--- src/rtl/execute_stage_pkg.sv ---
// Shared encodings for the execute stage: ALU ops, forward selects, multiply FSM states
// and the decoded control bundle carried through the pipeline registers.
package execute_stage_pkg;

  typedef enum logic [2:0] {
    AluAnd  = 3'b000,
    AluOr   = 3'b001,
    AluAdd  = 3'b010,
    AluNone = 3'b011,
    AluMflo = 3'b100,
    AluMfhi = 3'b101,
    AluSub  = 3'b110,
    AluSlt  = 3'b111
  } alu_op_e;

  typedef enum logic [1:0] {
    FwdReg     = 2'b00,
    FwdResultW = 2'b01,
    FwdAluOutM = 2'b10,
    FwdRegAlt  = 2'b11
  } fwd_sel_e;

  typedef enum logic [1:0] {
    MulIdle = 2'd0,
    MulBusy = 2'd1,
    MulDone = 2'd2
  } mul_state_e;

  typedef struct packed {
    logic       reg_write;
    logic       mem_to_reg;
    logic       mem_write;
    logic       alu_src;
    logic       reg_dst;
    logic       mult;
    logic [2:0] alu_ctrl;
  } ctrl_t;

endpackage

--- src/rtl/execute_stage_if.sv ---
// Decode-side inputs, forwarding controls and E/M-stage outputs of the execute stage.
interface execute_stage_if #(
    parameter int unsigned WIDTH = 32
);
    logic             FlushE;
    logic [1:0]       ForwardAE, ForwardBE;
    logic             RegWriteD, MemtoRegD, MemWriteD, ALUSrcD, RegDstD, MultD;
    logic [2:0]       ALUControlD;
    logic [WIDTH-1:0] RD1D, RD2D, SignImmD, ResultW;
    logic [4:0]       RsD, RtD, RdD;
    logic             RegWriteE, MemtoRegE;
    logic [4:0]       RsE, RtE, WriteRegE;
    logic             RegWriteM, MemtoRegM, MemWriteM;
    logic [WIDTH-1:0] ALUOutM, WriteDataM;
    logic [4:0]       WriteRegM;
    logic             BusyE;

    modport master (
        output FlushE, ForwardAE, ForwardBE, RegWriteD, MemtoRegD, MemWriteD, ALUSrcD,
               RegDstD, MultD, ALUControlD, RD1D, RD2D, SignImmD, ResultW, RsD, RtD, RdD,
        input  RegWriteE, MemtoRegE, RsE, RtE, WriteRegE, RegWriteM, MemtoRegM, MemWriteM,
               ALUOutM, WriteDataM, WriteRegM, BusyE
    );

    modport slave (
        input  FlushE, ForwardAE, ForwardBE, RegWriteD, MemtoRegD, MemWriteD, ALUSrcD,
               RegDstD, MultD, ALUControlD, RD1D, RD2D, SignImmD, ResultW, RsD, RtD, RdD,
        output RegWriteE, MemtoRegE, RsE, RtE, WriteRegE, RegWriteM, MemtoRegM, MemWriteM,
               ALUOutM, WriteDataM, WriteRegM, BusyE
    );
endinterface

--- src/rtl/execute_stage_alu.sv ---
// Combinational ALU; hi/lo feed MFHI/MFLO and are tied to zero when no multiplier exists.
module alu
    import execute_stage_pkg::*;
#(
    parameter int unsigned WIDTH = 32
) (
    input  logic [2:0]       alu_ctrl,
    input  logic [WIDTH-1:0] a,
    input  logic [WIDTH-1:0] b,
    input  logic [WIDTH-1:0] hi,
    input  logic [WIDTH-1:0] lo,
    output logic [WIDTH-1:0] y
);
    always_comb begin
        y = '0;
        unique case (alu_op_e'(alu_ctrl))
            AluAnd:  y = a & b;
            AluOr:   y = a | b;
            AluAdd:  y = a + b;
            AluNone: y = '0;
            AluMflo: y = lo;
            AluMfhi: y = hi;
            AluSub:  y = a - b;
            AluSlt:  y = {{(WIDTH-1){1'b0}}, ($signed(a) < $signed(b))};
        endcase
    end
endmodule

--- src/rtl/execute_stage.sv ---
// Pipeline execute stage: ID/EX and EX/MEM registers, forwarding, ALU and an optional
// shift-add multiplier with HI/LO, enabled by defining MULT_UNIT_EN.
module execute_stage
    import execute_stage_pkg::*;
#(
    parameter int unsigned WIDTH = 32
) (
    input logic            clk,
    input logic            reset,
    execute_stage_if.slave bus
);
    ctrl_t            ctrl_d, ctrl_e_q, ctrl_m_q;
    logic [WIDTH-1:0] rd1_e_q, rd2_e_q, imm_e_q;
    logic [4:0]       rs_e_q, rt_e_q, rd_e_q, write_reg_e, write_reg_m_q;
    logic [WIDTH-1:0] src_a, src_b, alu_b, alu_y, alu_out_m_q, write_data_m_q;
    logic [WIDTH-1:0] hi, lo;
    logic             busy;

    always_comb begin
        ctrl_d            = '0;
        ctrl_d.reg_write  = bus.RegWriteD;
        ctrl_d.mem_to_reg = bus.MemtoRegD;
        ctrl_d.mem_write  = bus.MemWriteD;
        ctrl_d.alu_src    = bus.ALUSrcD;
        ctrl_d.reg_dst    = bus.RegDstD;
`ifdef MULT_UNIT_EN
        ctrl_d.mult       = bus.MultD;
`endif
        ctrl_d.alu_ctrl   = bus.ALUControlD;
    end

    // A running multiply freezes the instruction in E; flush is ignored until it ends.
    always_ff @(posedge clk) begin
        if (reset) begin
            ctrl_e_q <= '0;
            rd1_e_q  <= '0;
            rd2_e_q  <= '0;
            imm_e_q  <= '0;
            rs_e_q   <= '0;
            rt_e_q   <= '0;
            rd_e_q   <= '0;
        end else if (!busy) begin
            rd1_e_q <= bus.RD1D;
            rd2_e_q <= bus.RD2D;
            imm_e_q <= bus.SignImmD;
            if (bus.FlushE) begin
                ctrl_e_q <= '0;
                rs_e_q   <= '0;
                rt_e_q   <= '0;
                rd_e_q   <= '0;
            end else begin
                ctrl_e_q <= ctrl_d;
                rs_e_q   <= bus.RsD;
                rt_e_q   <= bus.RtD;
                rd_e_q   <= bus.RdD;
            end
        end
    end

    always_comb begin
        case (fwd_sel_e'(bus.ForwardAE))
            FwdResultW: src_a = bus.ResultW;
            FwdAluOutM: src_a = alu_out_m_q;
            default:    src_a = rd1_e_q;
        endcase
        case (fwd_sel_e'(bus.ForwardBE))
            FwdResultW: src_b = bus.ResultW;
            FwdAluOutM: src_b = alu_out_m_q;
            default:    src_b = rd2_e_q;
        endcase
    end

    assign alu_b       = ctrl_e_q.alu_src ? imm_e_q : src_b;
    assign write_reg_e = ctrl_e_q.reg_dst ? rd_e_q : rt_e_q;

    alu #(.WIDTH(WIDTH)) u_alu (
        .alu_ctrl (ctrl_e_q.alu_ctrl),
        .a        (src_a),
        .b        (alu_b),
        .hi       (hi),
        .lo       (lo),
        .y        (alu_y)
    );

`ifdef MULT_UNIT_EN
    localparam int unsigned CntW = (WIDTH > 1) ? $clog2(WIDTH) : 1;

    mul_state_e         state_q;
    logic [CntW-1:0]    cnt_q;
    logic [2*WIDTH-1:0] mcand_q, acc_q;
    logic [WIDTH-1:0]   mplier_q, hi_q, lo_q;

    // One partial product per BUSY cycle, LSB of the multiplier first.
    always_ff @(posedge clk) begin
        if (reset) begin
            state_q  <= MulIdle;
            cnt_q    <= '0;
            mcand_q  <= '0;
            mplier_q <= '0;
            acc_q    <= '0;
            hi_q     <= '0;
            lo_q     <= '0;
        end else begin
            case (state_q)
                MulIdle: begin
                    if (ctrl_e_q.mult) begin
                        state_q  <= MulBusy;
                        cnt_q    <= '0;
                        mcand_q  <= {{WIDTH{1'b0}}, src_a};
                        mplier_q <= src_b;
                        acc_q    <= '0;
                    end
                end
                MulBusy: begin
                    if (mplier_q[0]) acc_q <= acc_q + mcand_q;
                    mcand_q  <= mcand_q << 1;
                    mplier_q <= mplier_q >> 1;
                    cnt_q    <= cnt_q + CntW'(1);
                    if (cnt_q == CntW'(WIDTH - 1)) state_q <= MulDone;
                end
                MulDone: begin
                    {hi_q, lo_q} <= acc_q;
                    state_q      <= MulIdle;
                end
                default: state_q <= MulIdle;
            endcase
        end
    end

    assign busy = (state_q == MulBusy);
    assign hi   = hi_q;
    assign lo   = lo_q;
`else
    assign busy = 1'b0;
    assign hi   = '0;
    assign lo   = '0;
`endif

    always_ff @(posedge clk) begin
        if (reset || busy) begin
            ctrl_m_q       <= '0;
            alu_out_m_q    <= '0;
            write_data_m_q <= '0;
            write_reg_m_q  <= '0;
        end else begin
            ctrl_m_q       <= ctrl_e_q;
            alu_out_m_q    <= alu_y;
            write_data_m_q <= src_b;
            write_reg_m_q  <= write_reg_e;
        end
    end

    assign bus.RegWriteE  = ctrl_e_q.reg_write;
    assign bus.MemtoRegE  = ctrl_e_q.mem_to_reg;
    assign bus.RsE        = rs_e_q;
    assign bus.RtE        = rt_e_q;
    assign bus.WriteRegE  = write_reg_e;
    assign bus.RegWriteM  = ctrl_m_q.reg_write;
    assign bus.MemtoRegM  = ctrl_m_q.mem_to_reg;
    assign bus.MemWriteM  = ctrl_m_q.mem_write;
    assign bus.ALUOutM    = alu_out_m_q;
    assign bus.WriteDataM = write_data_m_q;
    assign bus.WriteRegM  = write_reg_m_q;
    assign bus.BusyE      = busy;
endmodule

--- src/flat_wrapper.sv ---
// flat-port wrapper written by rule: the top's interface ports become plain ports
module execute_stage_flat import execute_stage_pkg::*;
#(
    parameter int unsigned WIDTH = 32
)
  (clk, reset, bus_FlushE, bus_ForwardAE, bus_ForwardBE, bus_RegWriteD, bus_MemtoRegD, bus_MemWriteD, bus_ALUSrcD, bus_RegDstD, bus_MultD, bus_ALUControlD, bus_RD1D, bus_RD2D, bus_SignImmD, bus_ResultW, bus_RsD, bus_RtD, bus_RdD, bus_RegWriteE, bus_MemtoRegE, bus_RsE, bus_RtE, bus_WriteRegE, bus_RegWriteM, bus_MemtoRegM, bus_MemWriteM, bus_ALUOutM, bus_WriteDataM, bus_WriteRegM, bus_BusyE);
  execute_stage_if #(.WIDTH(WIDTH)) bus_i ();
  input logic clk;
  input logic reset;
  input wire logic [$bits(bus_i.FlushE)-1:0] bus_FlushE;
  input wire logic [$bits(bus_i.ForwardAE)-1:0] bus_ForwardAE;
  input wire logic [$bits(bus_i.ForwardBE)-1:0] bus_ForwardBE;
  input wire logic [$bits(bus_i.RegWriteD)-1:0] bus_RegWriteD;
  input wire logic [$bits(bus_i.MemtoRegD)-1:0] bus_MemtoRegD;
  input wire logic [$bits(bus_i.MemWriteD)-1:0] bus_MemWriteD;
  input wire logic [$bits(bus_i.ALUSrcD)-1:0] bus_ALUSrcD;
  input wire logic [$bits(bus_i.RegDstD)-1:0] bus_RegDstD;
  input wire logic [$bits(bus_i.MultD)-1:0] bus_MultD;
  input wire logic [$bits(bus_i.ALUControlD)-1:0] bus_ALUControlD;
  input wire logic [$bits(bus_i.RD1D)-1:0] bus_RD1D;
  input wire logic [$bits(bus_i.RD2D)-1:0] bus_RD2D;
  input wire logic [$bits(bus_i.SignImmD)-1:0] bus_SignImmD;
  input wire logic [$bits(bus_i.ResultW)-1:0] bus_ResultW;
  input wire logic [$bits(bus_i.RsD)-1:0] bus_RsD;
  input wire logic [$bits(bus_i.RtD)-1:0] bus_RtD;
  input wire logic [$bits(bus_i.RdD)-1:0] bus_RdD;
  output wire logic [$bits(bus_i.RegWriteE)-1:0] bus_RegWriteE;
  output wire logic [$bits(bus_i.MemtoRegE)-1:0] bus_MemtoRegE;
  output wire logic [$bits(bus_i.RsE)-1:0] bus_RsE;
  output wire logic [$bits(bus_i.RtE)-1:0] bus_RtE;
  output wire logic [$bits(bus_i.WriteRegE)-1:0] bus_WriteRegE;
  output wire logic [$bits(bus_i.RegWriteM)-1:0] bus_RegWriteM;
  output wire logic [$bits(bus_i.MemtoRegM)-1:0] bus_MemtoRegM;
  output wire logic [$bits(bus_i.MemWriteM)-1:0] bus_MemWriteM;
  output wire logic [$bits(bus_i.ALUOutM)-1:0] bus_ALUOutM;
  output wire logic [$bits(bus_i.WriteDataM)-1:0] bus_WriteDataM;
  output wire logic [$bits(bus_i.WriteRegM)-1:0] bus_WriteRegM;
  output wire logic [$bits(bus_i.BusyE)-1:0] bus_BusyE;
  assign bus_i.FlushE = bus_FlushE;
  assign bus_i.ForwardAE = bus_ForwardAE;
  assign bus_i.ForwardBE = bus_ForwardBE;
  assign bus_i.RegWriteD = bus_RegWriteD;
  assign bus_i.MemtoRegD = bus_MemtoRegD;
  assign bus_i.MemWriteD = bus_MemWriteD;
  assign bus_i.ALUSrcD = bus_ALUSrcD;
  assign bus_i.RegDstD = bus_RegDstD;
  assign bus_i.MultD = bus_MultD;
  assign bus_i.ALUControlD = bus_ALUControlD;
  assign bus_i.RD1D = bus_RD1D;
  assign bus_i.RD2D = bus_RD2D;
  assign bus_i.SignImmD = bus_SignImmD;
  assign bus_i.ResultW = bus_ResultW;
  assign bus_i.RsD = bus_RsD;
  assign bus_i.RtD = bus_RtD;
  assign bus_i.RdD = bus_RdD;
  assign bus_RegWriteE = bus_i.RegWriteE;
  assign bus_MemtoRegE = bus_i.MemtoRegE;
  assign bus_RsE = bus_i.RsE;
  assign bus_RtE = bus_i.RtE;
  assign bus_WriteRegE = bus_i.WriteRegE;
  assign bus_RegWriteM = bus_i.RegWriteM;
  assign bus_MemtoRegM = bus_i.MemtoRegM;
  assign bus_MemWriteM = bus_i.MemWriteM;
  assign bus_ALUOutM = bus_i.ALUOutM;
  assign bus_WriteDataM = bus_i.WriteDataM;
  assign bus_WriteRegM = bus_i.WriteRegM;
  assign bus_BusyE = bus_i.BusyE;
  execute_stage #(.WIDTH(WIDTH)) u_core (.clk(clk), .reset(reset), .bus(bus_i));
endmodule
--- config.mk ---
export PLATFORM = sky130hd
export DESIGN_NAME = execute_stage_flat
export DESIGN_NICKNAME = d
export VERILOG_FILES = /design/src/rtl/execute_stage_pkg.sv /design/src/rtl/execute_stage_if.sv /design/src/rtl/execute_stage_alu.sv /design/src/rtl/execute_stage.sv /design/src/flat_wrapper.sv
export SDC_FILE = /design/constraint.sdc
export NUM_CORES = 1
export LEC_CHECK = 0
export ABC_AREA = 0
export ABC_CLOCK_PERIOD_IN_PS = 3950
export BUFFER_PORTS_ARGS = -buffer_cell sky130_fd_sc_hd__buf_2
export CAP_MARGIN = 20
export CORE_MARGIN = 5
export CORE_UTILIZATION = 28
export DETAILED_ROUTE_END_ITERATION = 7
export MAX_ROUTING_LAYER = met4
export PLACE_DENSITY = 0.59
export SLEW_MARGIN = 20
export SYNTH_ARGS = -nofsm -noshare
export SYNTH_HDL_FRONTEND = slang
export SYNTH_HIERARCHICAL = 1
export SYNTH_SLANG_ARGS = --single-unit
--- constraint.sdc ---
create_clock -name clk -period 3.95 [get_ports clk]
set_input_delay 0.5925 -clock clk [delete_from_list [all_inputs] [get_ports clk]]
set_output_delay 0.5925 -clock clk [all_outputs]
set_load 0.05 [all_outputs]
==> impl_metrics.csv, run 1 <==
group,metric,value,unit
outcome,status,"finished, violations left",
outcome,failed_checks,"setup timing",
final_layout,fin_nets,2206,
floorplan,ios,249,
timing,clock.fmax,252,MHz
clock_network,clockRootBuffer,"clkbuf_16",
floorplan,start_util,28.1,%
floorplan,rows,77,
synth,ys_ff_latch,191,
clock_network,clk_pin_slew,90,ps
final_layout,final_cell_mix,"263 x buf_4, 243 x buf_2, 188 x dfxtp_1, 164 x nor2b_1, 95 x inv_1",
timing,fin_skew,21.9,ps
drt,via_count,12452,
placement,place_area,16200,sq um
placement,finalWeightedCongestion,0.944,
final_layout,area_growth,42.8,%
drt,met1_length,20.6,mm
synth,yosys_warnings,6,
drt,postRouteAntennaNets,0,
final_layout,n_fill_cell,4445,
synth,async_flop_share,0,%
grt,grt_pass1_vias,12371,
setup_path,cp-start-kind,"input pin",
synth,synth_cells,1434,
worst_hold_path,hold_class,"in -> reg",
drt,via_per_inst,4.88,
timing,maxSlewViolCount,0,
floorplan,die_y,220,microns
setup_path,critPathRequiredTime,4280,ps
setup_path,worstSetupEndpointType,"register",
timing,grt_setup_unrepaired,"true",
timing,setup_viol,1,
drt,wl,46.8,mm
final_layout,finalNonFillerCells,2552,
pwr,power.density,379,nW/um^2
grt,grt_start_max_net_pins,82,
grt,grt_pass1_wl,70.2,mm
final_layout,drive_gt1_share,37.3,%
placement,dp_hpwl,36.4,mm
synth,synth_edf_count,0,
timing,worst_pin_slew,760,ps
final_layout,layout_commonest_cell,"buf_4",
synth,seq_area_frac_synth,30.9,%
synth,ys.flop_type,"dfxtp_1",
pwr,p_leak,7.89,nW
clock_network,cts_sinks,191,
flow_run,max_cap_viol_count,0,
synth,synth_area_leaders,"dfxtp_1 31%, ha_1 10%, nor2b_1 8.5%",
final_layout,final_util,40.2,%
clock_network,cts_tree,"done",
drt,detailedRoute.firstPassIterationCount,5,
synth,ys_types,85,
setup_path,critical-path-slowest-cell,"a2111oi_4",
pwr,netSwitchingPower,2.56,mW
clock_network,htreeDepth,4,
pwr,power.internal,4.15,mW
drt,drtIter0Drc,1051,
final_layout,fin_area,17700,sq um
placement,io_buffers,246,
drt,routed.top_layer,"met4",
timing,period_needed,3970,ps
grt,overflow,0,
timing,hold_viol,0,
clock_network,clk_latency,470,ps
synth,yosysTopAreaCell,"dfxtp_1",
floorplan,dieArea,48500,sq um
drt,wire_per_inst,18.4,microns
synth,syn_area,12400,sq um
setup_path,cpMostUsedCell,"nor2b_4",
clock_network,clk_path_buf_depth,2,
drt,dr_wl_met3,3.18,mm
pwr,comb_power_share,42.0,%
setup_path,cpPeakStageDelay,440,ps
setup_path,regToRegSetupSlack,200,ps
timing,post-route-period-util,101,%
drt,drc,0,
grt,antenna_found_initial,3,
synth,syn_avg_cell_area,8.64,sq um
drt,wl_met2,22.0,mm
setup_path,crit_chain,"buf_8, inv_4, ha_4, buf_12, buf_6, nor2b_4, o31ai_4, ha_2, inv_2, fa_2, nor2b_4, o31a_1, a211oi_4, buf_6, a2111oi_4, nor2_4, o2111a_1, or3_1, o22a_1, nor2b_4",
pwr,clkPwrFrac,26.3,%
setup_path,critPathKind,"in -> reg",
grt,grt_use_total,19.1,%
pwr,p_sw_share,38.2,%
synth,synth_top_area_share,30.9,%
floorplan,die_w,220,microns
setup_path,cp.arrival,4300,ps
timing,relSlewSlack,49.3,%
floorplan,coreArea,44000,sq um
timing,fin_ws,-21.2,ps
timing,hold_ws,323,ps
clock_network,cts_made_buffers,17,
setup_path,path_max_fanout,5,
placement,placed_cells,2497,
pwr,seq_power_share,31.8,%
pwr,peakVddDrop,299,uV
[per-layer routing]
layer / vias to the layer above / global-route usage (%)
li1: 6007 / -
met1: 5906 / 24.7
met2: 472 / 30.2
met3: 67 / 4.01
met4: 0 / 5.37
met5: - / -
[cells by family after synthesis]
group | after synthesis | share of synthesized area [%]
muxes | 43 | 3.87
adders and majority gates | 102 | 10.4
DFF | 191 | 30.9
and+or+nand+nor | 473 | 20.2
buffers and inverters | 201 | 7.26
AOI/OAI and AO/OA | 401 | 25.7
other | 1 | 0.0303
xor gates and xnor gates | 22 | 1.56
[critical path: cells and delay by family]
family,cells,cell delay [ps]
adders and majority gates,3,850
and+or+nand+nor,5,780
buffers and inverters,6,600
AOI/OAI and AO/OA,6,1470
[state kept, by name, indices dropped and copies added, names as in the netlist]
name                   cells
u_core/ctrl_e_q            6
u_core/rd_e_q              5
u_core/bus.MemtoRegE       1
u_core/imm_e_q            32
u_core/bus.MemtoRegM       1
u_core/bus.MemWriteM       1
u_core/rd2_e_q            32
u_core/bus.RegWriteM       1
u_core/bus.WriteDataM     32
u_core/rd1_e_q            32
u_core/bus.RtE             5
u_core/bus.RsE             5
u_core/bus.RegWriteE       1
u_core/bus.ALUOutM        32
u_core/bus.WriteRegM       5
[final cells by class]
cell class / count / area (sq um) / area share, %
diodes: 2 / 5.00 / 0.0283
flip-flops and latches: 191 / 3830 / 21.6
well taps: 592 / 741 / 4.19
multi-input cells: 1106 / 8550 / 48.3
inverters: 101 / 382 / 2.16
clock inverters: 15 / 165 / 0.934
repair buffers: 528 / 3590 / 20.3
clock buffers: 17 / 425 / 2.41
[power groups by stage]
| stage | clock network [mW] | registers [mW] | logic (mW) |
|---|---|---|---|
| after floorplan | 0 | 2.36 | 1.29 |
| after global placement | 0 | 2.17 | 2.51 |
| after detailed placement | 0 | 2.17 | 2.54 |
| after CTS | 1.80 | 2.13 | 2.59 |
| after global routing | 1.88 | 2.14 | 3.03 |
| final | 1.76 | 2.13 | 2.82 |
[path summary, 6_finish.rpt]
path / to / startpoint / cells past startpoint
max: u_core/bus.ALUOutM[24]$_SDFF_PP0_ / bus_ForwardBE[0] / 20
min: u_core/rd1_e_q[10]$_SDFF_PP0_ / bus_RD1D[10] / 2
max reg2reg: u_core/bus.ALUOutM[30]$_SDFF_PP0_ / u_core/ctrl_e_q[5]$_SDFF_PP0_ / 16
min reg2reg: u_core/bus.MemWriteM$_SDFF_PP0_ / u_core/ctrl_e_q[6]$_SDFF_PP0_ / 1
[Yosys cell counts (13+ instances only)]
library cell and instances:
nor3_1 45, nand2_1 91, nor2_1 86, clkbuf_1 46
nor2b_1 168, a21oi_1 81, a211oi_1 13, inv_1 99
o31ai_2 31, ha_1 100, o21ai_0 69, a221oi_2 30
a22oi_1 34, a221oi_1 28, mux2i_1 31, buf_2 33
and2_1 25, dfxtp_1 191, xnor2_1 20
[repair_timing]
action | in CTS | in global routing
cloned | 0 | 3
hold buffers | 0 | 0
buffers inserted | 2 | 16
hold endpoints to repair | 0 | 0
gates resized for setup | 22 | 96
endpoints found under the setup margin | 14 | 18
pin swaps | 8 | 33
[stage by stage]
| stage | power (mW) | TNS, ps | setup WS [ps] |
|---|---|---|---|
| 3_3_place_gp | 4.68 | -11970 | -771 |
| 2_1_floorplan | 3.65 | -12.1 | -6.99 |
| 4_1_cts | 6.52 | -76.9 | -29.1 |
| 6_report | 6.71 | -21.2 | -21.2 |
| 3_5_place_dp | 4.71 | -13180 | -861 |
| 5_1_grt | 7.06 | -1080 | -157 |
(Power assumes the default switching activity.)
==> inputs of run 2 (changes only) <==
ABC_AREA = 1   (was 0)
PLACE_DENSITY = 0.58   (was 0.59)
==> impl_metrics.csv, run 2 <==
group,metric,value,unit
outcome,status,"finished, final reports clean",
pwr,peakVddDrop,389,uV
synth,yosysMostFrequentCell,"nand2_1",
floorplan,ios,249,
synth,seq_area_frac_synth,26.8,%
grt,grt_start_max_net_pins,114,
placement,io_buffers,246,
timing,post-route-period-util,85.5,%
pwr,power.internal,3.84,mW
final_layout,n_fill_cell,5789,
timing,period_needed,3380,ps
synth,ys.flop_type,"dfxtp_1",
final_layout,drive_gt1_share,14.4,%
synth,synth_edf_count,0,
final_layout,final_cell_mix,"726 x nand2_1, 497 x inv_1, 344 x nor2_1, 245 x buf_2, 191 x dfxtp_1",
setup_path,critPathKind,"in -> reg",
drt,drtIter0Drc,1027,
pwr,power.density,407,nW/um^2
pwr,p_sw_share,44.8,%
setup_path,critPathRequiredTime,4280,ps
setup_path,critical-path-slowest-cell,"ha_1",
clock_network,cts_made_buffers,17,
clock_network,clk_path_buf_depth,2,
synth,syn_area,14300,sq um
drt,detailedRoute.firstPassIterationCount,7,
timing,finalSetupTns,0,ps
floorplan,coreArea,50300,sq um
flow_run,max_cap_viol_count,0,
drt,wire_per_inst,15.1,microns
timing,relSlewSlack,49.8,%
final_layout,seqCellArea,3820,sq um
synth,synth_cells,2430,
pwr,comb_power_share,44.1,%
drt,via_count,14797,
setup_path,reg2reg_depth,18,
pwr,p_leak,9.71,nW
pwr,total_power,6.96,mW
synth,synth_area_leaders,"dfxtp_1 27%, nand2_1 19%, inv_1 13%",
setup_path,cpPeakStageDelay,410,ps
setup_path,regToRegSetupSlack,790,ps
placement,dp_hpwl,41.9,mm
clock_network,post_cts_resized,0,
drt,postRouteAntennaNets,0,
clock_network,clk_latency,460,ps
setup_path,path_max_fanout,32,
worst_hold_path,whs_endpoint,"u_core/rd1_e_q[0]$_SDFF_PP0_",
setup_path,cp-start-kind,"input pin",
worst_hold_path,hold_class,"in -> reg",
timing,fin_skew,18.3,ps
grt,grt_pass1_vias,14162,
clock_network,clk_pin_slew,80,ps
synth,ys_types,44,
worst_hold_path,whs_path_depth,3,
clock_network,cts_sinks,191,
setup_path,worstSetupEndpointType,"register",
grt,grt_pass1_wl,79.4,mm
synth,syn_avg_cell_area,5.88,sq um
drt,drc,0,
synth,synth_common_cells,"726 x nand2_1, 497 x inv_1, 344 x nor2_1, 191 x dfxtp_1, 174 x nand3_1",
grt,antenna_found_initial,6,
setup_path,r2r-start,"u_core/ctrl_e_q[5]$_SDFF_PP0_",
floorplan,die_y,236,microns
setup_path,crit_chain,"buf_2, inv_1, ha_1, inv_1, buf_12, nor2_1, a21oi_1, buf_4, inv_1, ha_1, nand2_1, inv_1, a21oi_1, nand2_1, nand2_1, nand2_1, nand2_1, nand3_1, nand3_1, nand4_1, inv_1, nor2_1",
timing,maxSlewViolCount,0,
timing,setup_viol,0,
clock_network,htreeDepth,4,
final_layout,fin_nets,2964,
final_layout,multi_input_area,8250,sq um
final_layout,area_growth,19.5,%
pwr,clkPwrFrac,25.4,%
setup_path,cp.arrival,3710,ps
synth,async_flop_share,0,%
drt,wl,51.4,mm
timing,clock.fmax,296,MHz
synth,synth_top_area_share,26.8,%
pwr,netSwitchingPower,3.11,mW
worst_hold_path,min-delay-start,"bus_RD1D[0]",
floorplan,start_util,28.4,%
pwr,seq_power_share,30.5,%
grt,grt_use_total,18.5,%
floorplan,rows,82,
floorplan,die_w,236,microns
synth,ys_ff_latch,191,
clock_network,clockRootBuffer,"clkbuf_16",
final_layout,layout_commonest_cell,"nand2_1",
grt,overflow,0,
clock_network,cts_hold_buf,0,
drt,via_per_inst,4.36,
timing,grt_setup_unrepaired,"false",
clock_network,cts_setup_buffers,0,
placement,finalWeightedCongestion,0.978,
floorplan,dieArea,55600,sq um
timing,worst_pin_slew,751,ps
synth,yosysTopAreaCell,"dfxtp_1",
clock_network,cts_tree,"done",
timing,hold_viol,0,
synth,yosys_warnings,6,
setup_path,r2r-end,"u_core/bus.ALUOutM[26]$_SDFF_PP0_",
==> run 2: cell type report <==
cell class	instances	area share, %
Tap cell	672	4.93
Inverter	505	11.1
Timing Repair Buffer	287	9.62
Antenna cell	7	0.103
Multi-Input combinational cell	1701	48.3
Clock buffer	18	2.57
Sequential cell	191	22.4
Clock inverter	14	0.960
==> run 2: worst max-delay path, delay by kind of cell <==
kind            cells  cell delay (ps)
compound gates      2              420
simple gates       10             1120
buf+inv             8              830
fa+ha+maj           2              740
==> run 2: worst max-delay path by stage <==
stage / startpoint / to / slack (ps)
floorplan: bus_ForwardAE[0] / u_core/bus.ALUOutM[20]$_SDFF_PP0_ / 760
global placement: bus_ForwardAE[0] / u_core/bus.ALUOutM[26]$_SDFF_PP0_ / 90
detailed placement: bus_ForwardAE[0] / u_core/bus.ALUOutM[26]$_SDFF_PP0_ / 90
CTS: bus_ForwardAE[0] / u_core/bus.ALUOutM[26]$_SDFF_PP0_ / 600
global route: bus_ForwardBE[0] / u_core/bus.ALUOutM[26]$_SDFF_PP0_ / 290
finish: bus_ForwardAE[0] / u_core/bus.ALUOutM[26]$_SDFF_PP0_ / 570
==> run 2: per-layer routing <==
metal / track usage, % / vias to the layer above / part of all wire [%]
met2: 29.2 / 435 / 44
met3: 4.73 / 63 / 7.6
li1: - / 7776 / -
met4: 5.07 / 0 / 2.4
met5: - / - / 0
met1: 23.6 / 6523 / 46
==> run 2: cells by family (layout without fill, tap and decap cells) <==
| logic type | Yosys count | in the layout | share of synthesized area [%] |
|---|---|---|---|
| simple gates | 1340 | 1340 | 39.0 |
| buf+inv | 602 | 824 | 17.2 |
| compound gates | 194 | 194 | 7.97 |
| flops | 191 | 191 | 26.8 |
| fa+ha+maj | 102 | 102 | 9.04 |
| other cells | 1 | 72 | 0.0263 |
==> run 2: metrics by stage <==
stage	utilization, %	instances	setup WS [ps]	cell area [sq um]	hold slack [ps]
floorplan	-	2494	763	14500	388
global placement	32.7	3356	92.3	16400	398
detailed placement	32.7	3356	89.7	16400	397
CTS	33.9	3388	595	17100	311
global route	33.9	3394	291	17100	311
finish	34.0	3395	574	17100	324
==> run 2: power groups by stage <==
| stage | clock network (mW) | logic, mW | registers [mW] |
|---|---|---|---|
| after floorplan | 0 | 1.98 | 2.38 |
| after global placement | 0 | 3.04 | 2.17 |
| after detailed placement | 0 | 3.04 | 2.16 |
| after CTS | 1.81 | 3.05 | 2.12 |
| after global routing | 1.87 | 3.43 | 2.13 |
| final | 1.77 | 3.07 | 2.12 |
